[src/rtl/pot_scan_ctrl.sv]
// pot_scan_ctrl: paddle pot scanner. It dumps the pot capacitors, counts scan
// steps while they charge, and latches each pot's count when its comparator trips.
`default_nettype none

module pot_scan_ctrl #(
   parameter int MAX_COUNT  = 228,
   parameter int DUMP_STEPS = 2
) (
   input  logic       clk,
   input  logic       rst,
   input  logic       scan_tick,
   input  logic       fast_scan,
   input  logic       potgo_wr,
   input  logic [1:0] pot_in,
   output logic [1:0] pot_dump,
   output logic [7:0] pot0_val,
   output logic [7:0] pot1_val,
   output logic [7:0] allpot,
   output logic       busy
);

   localparam int              DW        = (DUMP_STEPS > 1) ? $clog2(DUMP_STEPS) : 1;
   localparam logic [7:0]      MAX_CNT   = 8'(MAX_COUNT);
   localparam logic [DW-1:0]   DUMP_LAST = DW'(DUMP_STEPS - 1);

   typedef enum logic [1:0] {
      ST_IDLE = 2'd0,
      ST_DUMP = 2'd1,
      ST_SCAN = 2'd2
   } state_t;

   state_t        state, state_nxt;
   logic [1:0]    pin_m, pin_s;
   logic [7:0]    counter, counter_nxt;
   logic [DW-1:0] dump_cnt, dump_cnt_nxt;
   logic [1:0]    pot_act, pot_act_nxt;
   logic [7:0]    pot0_nxt, pot1_nxt;
   logic [1:0]    finish;
   logic          step;

   always_ff @(posedge clk or posedge rst) begin
      if (rst) begin
         pin_m <= 2'b00;
         pin_s <= 2'b00;
      end else begin
         pin_m <= pot_in;
         pin_s <= pin_m;
      end
   end

   always_ff @(posedge clk or posedge rst) begin
      if (rst) begin
         state    <= ST_IDLE;
         counter  <= 8'd0;
         dump_cnt <= '0;
         pot_act  <= 2'b00;
         pot0_val <= 8'd0;
         pot1_val <= 8'd0;
      end else begin
         state    <= state_nxt;
         counter  <= counter_nxt;
         dump_cnt <= dump_cnt_nxt;
         pot_act  <= pot_act_nxt;
         pot0_val <= pot0_nxt;
         pot1_val <= pot1_nxt;
      end
   end

   always_comb begin
      step         = fast_scan | scan_tick;
      state_nxt    = state;
      counter_nxt  = counter;
      dump_cnt_nxt = dump_cnt;
      pot_act_nxt  = pot_act;
      pot0_nxt     = pot0_val;
      pot1_nxt     = pot1_val;
      finish       = 2'b00;

      case (state)
         ST_IDLE: counter_nxt = 8'd0;
         ST_DUMP: begin
            if (step) begin
               if (dump_cnt == DUMP_LAST) begin
                  state_nxt   = ST_SCAN;
                  counter_nxt = 8'd0;
               end else begin
                  dump_cnt_nxt = dump_cnt + DW'(1);
               end
            end
         end
         ST_SCAN: begin
            if (step) begin
               // At the terminal count every still-active pot is forced to finish.
               finish = (counter >= MAX_CNT) ? pot_act : (pot_act & pin_s);
               if (finish[0]) pot0_nxt = counter;
               if (finish[1]) pot1_nxt = counter;
               pot_act_nxt = pot_act & ~finish;
               if ((counter >= MAX_CNT) || (pot_act_nxt == 2'b00)) begin
                  state_nxt   = ST_IDLE;
                  counter_nxt = 8'd0;
               end else if (finish == 2'b00) begin
                  counter_nxt = counter + 8'd1;
               end
            end
         end
         default: state_nxt = ST_IDLE;
      endcase

      // A restart overrides sequencing but the latches above still take effect.
      if (potgo_wr) begin
         state_nxt    = ST_DUMP;
         counter_nxt  = 8'd0;
         dump_cnt_nxt = '0;
         pot_act_nxt  = 2'b11;
      end
   end

   assign pot_dump = (state == ST_SCAN) ? ~pot_act : 2'b11;
   assign busy     = (state != ST_IDLE);
   assign allpot   = {6'b000000, pot_act};

endmodule

`default_nettype wire

[config.mk]
export PLATFORM = sky130hd
export DESIGN_NAME = pot_scan_ctrl
export DESIGN_NICKNAME = d
export VERILOG_FILES = /design/src/rtl/pot_scan_ctrl.sv
export SDC_FILE = /design/constraint.sdc
export NUM_CORES = 1
export LEC_CHECK = 0
export BUFFER_PORTS_ARGS = -buffer_cell sky130_fd_sc_hd__buf_2
export CAP_MARGIN = 20
export CORE_UTILIZATION = 40
export DETAILED_ROUTE_END_ITERATION = 10
export GPL_ROUTABILITY_DRIVEN = 0
export PLACE_DENSITY_LB_ADDON = 0.2
export SLEW_MARGIN = 10
export SYNTH_ARGS = -nofsm -noshare
export SYNTH_HDL_FRONTEND = slang
export SYNTH_SLANG_ARGS = --single-unit
[constraint.sdc]
create_clock -name clk -period 1.71 [get_ports clk]
set_input_delay 0.0855 -clock clk [delete_from_list [all_inputs] [get_ports clk]]
set_output_delay 0.0855 -clock clk [all_outputs]
set_load 0.02 [all_outputs]
Word-level counts from Yosys, hierarchy flattened
Index checks and enable logic that the tools add are counted.
{ "word_totals": {"register_bits": 33, "input_bits": 7, "output_inout_bits": 27, "elab_cells": 61} }
{ "classes": {"addsub": 2, "magnitude_cmp": 1, "n_eq_ne": 8, "muxes": 22, "bitwise": 5, "n_reduce_logical": 15} }
{ "ops": {"columns": ["operator", "count"], "rows": [
  ["8-bit 2-to-1 mux", 6],
  ["8-bit case mux with 3 select lines", 1],
  ["2-bit 2-to-1 mux", 10],
  ["3-bit != test (second input constant)", 4],
  ["5-bit AND reduction", 2],
  ["8-bit by 1-bit adder with 8-bit output (second input constant)", 1],
  ["8-bit >= comparator (second input constant)", 1],
  ["2-bit nonzero test", 4],
  ["2-bit zero test", 3],
  ["2-bit case mux with 3 select lines", 1],
  ["3-bit AND reduction", 2],
  ["2-bit bitwise AND", 2],
  ["1-bit 2-to-1 mux", 4],
  ["4-bit != test (second input constant)", 1],
  ["2-bit NOT", 2],
  ["2-bit AND reduction", 2],
  ["4-bit nonzero test", 1],
  ["2-bit by 1-bit == test with 1-bit output (second input constant)", 1],
  ["2-bit == test (second input constant)", 1],
  ["2-bit != test (second input constant)", 1],
  ["1-bit adder (second input constant)", 1],
  ["1-bit logical OR", 1],
  ["1-bit OR", 1]
]} }

Longest topological paths before layout
Gate-level depths: netlist (run 1).
{ "logic_depth": {"ltp_word": 10, "depth_mapped": 7, "ltp_nobuf": 6} }

Worst setup path after synthesis (run 1)
No wires, ideal clock.
{ "synth_timing": {"kind": "register to register", "startpoint": "register pot_act[1]", "endpoint": "register counter[4]", "arrival_ps": 1600, "path_slack_ps": -11, "stages_incl_launch_ff": 6, "path_buffers": 1, "cell_sequence": "dfrtp_1 buf_2 o2111a_1 or3_4 o2bb2ai_1 a22o_1"} }
{ "synth_via": {"elab_chain_len": 10, "word_cells_on_any_way": 13} }
{ "synth_rtl": {"columns": ["element", "line", "source"], "rows": [
  ["start, declared", "36", "logic [1:0] pot_act, pot_act_nxt;"],
  ["start signal, assigned", "63", "pot_act <= pot_act_nxt;"],
  ["2-bit bitwise AND", "94", "finish = (counter >= MAX_CNT) ? pot_act : (pot_act & pin_s);"],
  ["2-bit 2-to-1 mux", "94", null],
  ["2-bit NOT", "97", "pot_act_nxt = pot_act & ~finish;"],
  ["2-bit bitwise AND", "97", null],
  ["2-bit zero test", "98", "if ((counter >= MAX_CNT) || (pot_act_nxt == 2'b00)) begin"],
  ["1-bit logical OR", "98", null],
  ["8-bit 2-to-1 mux", "98", null],
  ["8-bit 2-to-1 mux", "92", "if (step) begin"],
  ["8-bit case mux with 3 select lines", "79", "case (state)"],
  ["8-bit 2-to-1 mux", "110", "if (potgo_wr) begin"],
  ["end signal, assigned", "61", "counter <= counter_nxt;"],
  ["end, declared", "34", "logic [7:0] counter, counter_nxt;"]
]} }
Several ways; a longest one is shown, not always the timed one. The select of a mux whose other input is x is not followed.
A chain may end at the register's enable or synchronous reset.

Worst setup path in the final report (run 1)
{ "layout_timing": {"startpoint": "register pot_act[0]", "endpoint": "register counter[4]"} }
The elaborated chain is that of the path after synthesis.

==> out/qor.yml, run 1 <==
p_leak_nw: 0.995
r2r_cells: 4
r2r_start: "pot_act[0]"
htree_levels: 2
synth_seq_cells: 33
drv_cap: 0
async_reset_ff_share_pct: 100
syn_to_final_growth_pct: 26.1
antenna_found_initial: 0
synth.distinct_cells: 41
yosysMostFrequentCell: "dfrtp_1"
synth_edf_count: 0
cts.sinks: 33
max_freq_mhz: 596
syn_area_um2: 1630
io_buffer_count: 27
fin_crit_sh_pct: 98.1
hp-class: "in2reg"
synth_top_area_cell: "dfrtp_1"
finalSetupViolCount: 0
grt.total_usage_pct: 17.8
grt_pass1_vias: 1195
slew_violations: 0
cp-startpoint: "pot_act[0]"
period_minus_slack_ns: 1.68
critPathCapture: "counter[4]"
dp_hpwl_mm: 2.33
grt_max_degree: 34
vias_per_cell: 5.36
core-area_um2: 3770
placedCellCount: 218
fp-row-count: 22
diodes: 0
ant_nets: 0
criticalPathCategory: "reg2reg"
wl_mm: 3.35
status: "finished, final reports clean"
hold_viol: 0
skew_ns: 0.00414
start_util_pct: 43.2
fin_ws_ns: 0.0327
final_layout_size_suffix_gt1_share_pct: 44.8
vdd_drop_max_uv: 457
worstSetupStartpointType: "flip-flop"
synthFlopType: "dfrtp_1"
drtIter0Drc: 79
instances_no_fill: 229
yosysSeqAreaShare_pct: 50.7
grt_pass1_wl_mm: 5.57
cp.required_ns: 1.89
end_kind: "flip-flop"
die_area_um2: 4330
grt-ovfl-total: 0
die_height_um: 65.8
ios: 34
synth_common_cells: "33 x dfrtp_1, 17 x mux2_2, 7 x inv_1"
cp_max_fo: 8
r2r_end: "counter[4]"
die_w_um: 65.8
synth_area_per_cell_um2: 11.8
cts_made_buffers: 5
nFillCells: 332
cts_tree: "yes"
yosysWarnings: 0
wl_per_cell_um: 14.6
ys_top_cells_by_area: "dfrtp_1 51%, mux2_2 12%, ha_1 3.8%"
cp_data_arrival_time_ns: 1.86
reg2reg_setup_slack_ns: 0.03
post-route-drc-count: 0
rsz0062_at_grt: "true"
clk_path_buf_depth: 2
powerDensity_nw_per_um2: 991
firstDrtPassIters: 4
netlist_instances: 138
path_clk_slew_ns: 0.06
ctsRootBufferMaster: "clkbuf_8"
vias: 1227
layout.nets: 193
clk_latency_ns: 0.29
pre_cts_slack_ns: -0.0515
yosys.area.top_type_share_pct: 50.7
[sequential cells by signal, indices dropped and copies added (netlist names)]
signal and flops:
pin_m 2, pot0_val 8, counter 8, pot1_val 8, pot_act 2, dump_cnt 1, state 2, pin_s 2
[placed cells by master (no fill, tap or decap), types with 4 or more instances in the layout]
cell type  instances
nor2b_1            4
nand2_1            5
clkbuf_8           6
dfrtp_1           31
inv_1              7
mux2_2            17
buf_4             11
buf_2             27
a22o_1             5
conb_1             6
a31oi_1            4
[routing by layer]
metal	GRT usage, %	share of wire [%]	wire length, µm	vias up
li1	-	-	-	572
met1	20.9	44	1460	623
met2	29.7	51	1710	24
met3	5.17	3.7	124	8
met4	8.15	1.9	63	0
met5	0	0	0	-
[power by group]
group | switching, mW | internal [mW]
combinational | 0.336 | 0.261
clock | 0.274 | 0.317
sequential | 0.0286 | 0.817
[how the worst min path moves through the flow]
stage               from        to  slack (ns)  cells past startpoint
3_5_place_dp         rst  pin_s[1]        0.20                      3
4_1_cts         potgo_wr  state[1]        0.13                      2
3_3_place_gp         rst  pin_m[1]        0.18                      3
2_1_floorplan  pot_in[0]  pin_m[0]        0.12                      0
6_report        potgo_wr  state[1]        0.14                      2
5_1_grt         potgo_wr  state[1]        0.16                      2
[worst max-delay path: stages (launching register included)]
cell	delay [ns]
dfrtp_2	0.46
o2111a_1	0.34
or3_4	0.40
o2bb2ai_1	0.14
a22o_1	0.23
[logic make-up after synthesis]
family	count (synthesis)	synth area share, %
DFF	33	50.7
AOI/OAI and AO/OA	32	15.4
and+or+nand+nor	31	11.5
buffers and inverters	19	6.53
muxes	17	11.8
adders and majority gates	5	3.84
other	1	0.230
[timing repair]
item / 4_1_cts / 5_1_grt
setup endpoints to repair: 5 / 25
gates cloned: 0 / 0
hold endpoints to repair: 35 / 0
hold buffers: 3 / 0
pin swaps: 0 / 1
gates resized for setup: 2 / 9
buffers inserted: 0 / 1
[metrics by stage]
stage / setup TNS [ns] / power [mW] / util [%] / hold WS, ns / cell area [µm²]
final: 0 / 2.03 / 54.4 / 0.137 / 2050
after global routing: -0.147 / 2.16 / 54.4 / 0.164 / 2050
after CTS: 0 / 1.97 / 53.3 / 0.126 / 2010
after detailed placement: -0.124 / 1.36 / 49.8 / 0.201 / 1880
after global placement: 0 / 1.33 / 49.8 / 0.183 / 1880
after floorplan: 0 / 1.23 / - / 0.117 / 1650
[area by class of cell]
class	instances	area (µm²)	area share, %
Multi-Input combinational cell	91	759	37.0
Inverter	7	26.3	1.28
Sequential cell	33	828	40.4
Clock buffer	6	82.6	4.02
Clock inverter	1	7.51	0.366
Timing Repair Buffer	43	288	14.0
Tap cell	48	60.1	2.93
Power figures use the tool's default switching activity.
==> run 2: changes to the inputs <==
clock period = 1.5 ns   (was 1.71 ns; I/O delays follow)
==> out/qor.yml, run 2 (same netlist as run 1, synthesis figures left out) <==
antenna_found_initial: 0
vias_per_cell: 5.15
hold_viol: 0
ctsRootBufferMaster: "clkbuf_8"
p_leak_nw: 1.19
vdd_drop_max_uv: 670
hp-class: "in2reg"
die_w_um: 65.8
cp_slowest_cell: "or4b_4"
wl_mm: 3.90
fp-row-count: 22
finalSetupViolCount: 25
io_buffer_count: 27
grt_max_degree: 34
placed_cell_area_um2: 2070
path_clk_slew_ns: 0.07
htree_levels: 2
pre_cts_slack_ns: -0.236
final_layout_size_suffix_gt1_share_pct: 59.8
grt-ovfl-total: 0
tns_ns: -1.68
violations: "setup timing"
syn_to_final_growth_pct: 50.3
rsz0062_at_grt: "true"
end_kind: "flip-flop"
top_regs: "counter (8), pot0_val (8), pot1_val (8)"
max_freq_mhz: 608
clk_latency_ns: 0.28
fin_ws_ns: -0.145
ios: 34
grt_pass1_wl_mm: 6.04
max_stage_delay_ns: 0.49
ant_nets: 0
crit_buf_inv: 0
diodes: 0
clk_path_buf_depth: 2
hold_slack_ns: 0.178
cp_data_arrival_time_ns: 1.86
fin_crit_sh_pct: 110
die_height_um: 65.8
skew_ns: 0.00297
nFillCells: 292
grt.total_usage_pct: 19.1
cp_max_fo: 5
drv_cap: 0
path_cells: "ha_4, nor2b_2, o221a_2, or4b_4, a21oi_2"
cp.required_ns: 1.71
core-area_um2: 3770
grt_pass1_vias: 1316
slew_violations: 0
mostFrequentLayoutCells: "31 x dfrtp_1, 29 x buf_4, 27 x buf_2"
period_minus_slack_ns: 1.64
layout.nets: 215
die_area_um2: 4330
final_common_cell: "dfrtp_1"
status: "finished with violations"
cts.sinks: 33
crit_family: "simple AND/OR/NAND/NOR gates"
start_util_pct: 43.2
wl_per_cell_um: 15.5
fin_util_pct: 64.9
design_area_um2: 2450
cts_tree: "yes"
powerDensity_nw_per_um2: 1150
criticalPathCategory: "reg2reg"
dp_hpwl_mm: 2.60
cts_made_buffers: 5
worstSetupStartpointType: "flip-flop"
drtIter0Drc: 57
firstDrtPassIters: 4
vias: 1298
post-route-drc-count: 0
## run 2: cell count changes in the layout (fill, tap and decap cells not counted), sizes merged
cell,before,now
buf,40,61
clkinvlp,1,0
clkbuf,6,7
bufinv,0,1
o221a,2,3
## run 2: per-stage QoR
stage	total power, mW	cells
CTS	2.68	247
floorplan	1.48	143
detailed placement	1.69	236
global route	2.96	252
global placement	1.65	236
finish	2.82	252
## run 2: area by class of cell
type | instances | area, µm² | share of cell area, %
sequential | 33 | 828 | 33.8
timing repair buffer | 64 | 457 | 18.7
clock buffer | 7 | 86.3 | 3.53
clock inverter | 1 | 30.0 | 1.23
tap | 48 | 60.1 | 2.45
multi-input combinational | 92 | 960 | 39.2
inverter | 7 | 26.3 | 1.07
## run 2: final timing paths
kind / end / cells after the start / slack [ns] / startpoint
max: state[1] / 5 / -0.14 / state[1]
min: state[1] / 3 / 0.18 / potgo_wr
max reg2reg: state[1] / 5 / -0.14 / state[1]
min reg2reg: pin_s[0] / 0 / 0.35 / pin_m[0]
max in group asynchronous: pot_act[1] / 4 / 0.77 / rst
min in group asynchronous: pot0_val[1] / 4 / 0.42 / rst
## run 2: per-layer routing
metal	vias to the layer above	part of all wire (%)	wire, µm	GRT usage (%)
met4	0	1.1	42	7.34
li1	622	-	-	-
met5	-	0	0	0
met1	648	44	1720	21.5
met3	5	3.5	135	5.52
met2	23	51	2000	33.5
## run 2: worst register-to-register path, cell delays in order, from the launching register on
cell and delay (ns):
dfrtp_1 0.43, ha_4 0.18, nor2b_2 0.17, o221a_2 0.17
or4b_4 0.49, a21oi_2 0.13
## run 2: where the power goes
group	switching (mW)	total, mW	internal, mW
registers	0.0394	0.970	0.931
logic	0.498	0.995	0.497
clock network	0.314	0.856	0.541
## run 2: timing repair
action,CTS,global route
setup endpoints to repair,26,26
endpoints found under the hold margin,35,0
hold buffers,3,0
pin swaps,8,11
buffers inserted,0,4
gates resized for setup,20,24
gates cloned,0,1
==> run 3: changes to the inputs <==
CORE_UTILIZATION = 48   (was 40)
==> out/qor.yml, run 3 (same netlist as run 1, synthesis figures left out) <==
status: "finished with violations"
violations: "setup timing"
fin_util_pct: 77.0
firstDrtPassIters: 4
grt_max_degree: 18
clk_path_buf_depth: 2
layout.nets: 215
criticalPathCategory: "reg2reg"
post-route-drc-count: 0
grt-ovfl-total: 0
final_common_cell: "dfrtp_1"
cp_max_fo: 7
core-area_um2: 3130
die_area_um2: 3630
tns_ns: -1.94
rsz0062_at_grt: "true"
worstSetupStartpointType: "flip-flop"
nFillCells: 197
skew_ns: 0.0111
vias: 1299
drv_cap: 0
end_kind: "flip-flop"
diodes: 0
vias_per_cell: 5.24
ios: 34
cp_slowest_cell: "dfrtp_2"
fin_crit_sh_pct: 108
grt_pass1_wl_mm: 6.12
crit_family: "flip-flops"
ctsRootBufferMaster: "clkbuf_4"
syn_to_final_growth_pct: 47.9
register_area_um2: 830
multiInputGateArea_um2: 940
slew_violations: 0
vdd_drop_max_uv: 757
cts_tree: "yes"
cp.required_ns: 1.71
pre_cts_slack_ns: -0.183
top_regs: "counter (8), pot0_val (8), pot1_val (8)"
max_freq_mhz: 615
powerDensity_nw_per_um2: 1100
antenna_found_initial: 0
clk_latency_ns: 0.33
htree_levels: 2
hp-class: "in2reg"
path_clk_slew_ns: 0.10
crit_buf_inv: 1
die_height_um: 60.2
max_stage_delay_ns: 0.45
fp-row-count: 20
die_w_um: 60.2
finalSetupViolCount: 25
period_minus_slack_ns: 1.62
wl_per_cell_um: 15.2
p_leak_nw: 1.18
start_util_pct: 52.0
path_cells: "inv_2, ha_4, o221a_4, and3_4, mux2_2"
fin_ws_ns: -0.125
hold_viol: 0
total_power_mw: 2.66
hold_slack_ns: 0.103
drtIter0Drc: 51
dp_hpwl_mm: 2.59
grt.total_usage_pct: 23.6
ant_nets: 0
final_layout_size_suffix_gt1_share_pct: 57.4
mostFrequentLayoutCells: "30 x dfrtp_1, 28 x buf_4, 27 x buf_2"
grt_pass1_vias: 1295
io_buffer_count: 27
cp_data_arrival_time_ns: 1.84
wl_mm: 3.77
cts.sinks: 33
cts_made_buffers: 5
run 3: changes by cell type in the layout (fill, tap and decap cells not counted), sizes merged:
cell,previous run,this run
buf,61,62
o221a,3,2
run 3: routing by layer:
metal | part of all wire, % | routed length, µm | global-route usage (%)
met1 | 45 | 1700 | 31.8
met5 | 0 | 0 | 0
met3 | 4.5 | 168 | 5.41
met4 | 1.5 | 56 | 9.63
met2 | 49 | 1850 | 36.6
run 3: worst paths after layout:
| path | startpoint | to | slack [ns] | depth (start not counted) |
|---|---|---|---|---|
| max | state[1] | counter[0] | -0.12 | 5 |
| min reg2reg | pin_m[0] | pin_s[0] | 0.35 | 0 |
| min | potgo_wr | state[1] | 0.10 | 2 |
| min in group asynchronous | rst | pot1_val[2] | 0.33 | 4 |
| max in group asynchronous | rst | pot_act[1] | 0.95 | 4 |
| max reg2reg | state[1] | counter[0] | -0.12 | 5 |
run 3: cell type report:
cell class	count	area share, %
Clock buffer	7	2.29
Clock inverter	1	1.25
Inverter	7	1.09
Multi-Input combinational cell	91	39.0
Sequential cell	33	34.5
Tap cell	44	2.29
Timing Repair Buffer	65	19.6
run 3: power by group:
group          switching [mW]  internal [mW]
combinational           0.494          0.500
clock                   0.297          0.398
sequential             0.0366          0.932
run 3: what timing repair did:
| action | CTS | global route |
|---|---|---|
| setup buffers | 3 | 1 |
| setup endpoints to repair | 26 | 26 |
| pin swaps | 12 | 10 |
| hold buffers | 3 | 0 |
| resized for setup | 31 | 9 |
| hold endpoints to repair | 35 | 0 |
run 3: through the flow:
| stage | std cells | area, µm² |
|---|---|---|
| final | 248 | 2410 |
| after global placement | 233 | 2070 |
| after CTS | 247 | 2340 |
| after detailed placement | 233 | 2070 |
| after global routing | 248 | 2410 |
| after floorplan | 143 | 1720 |
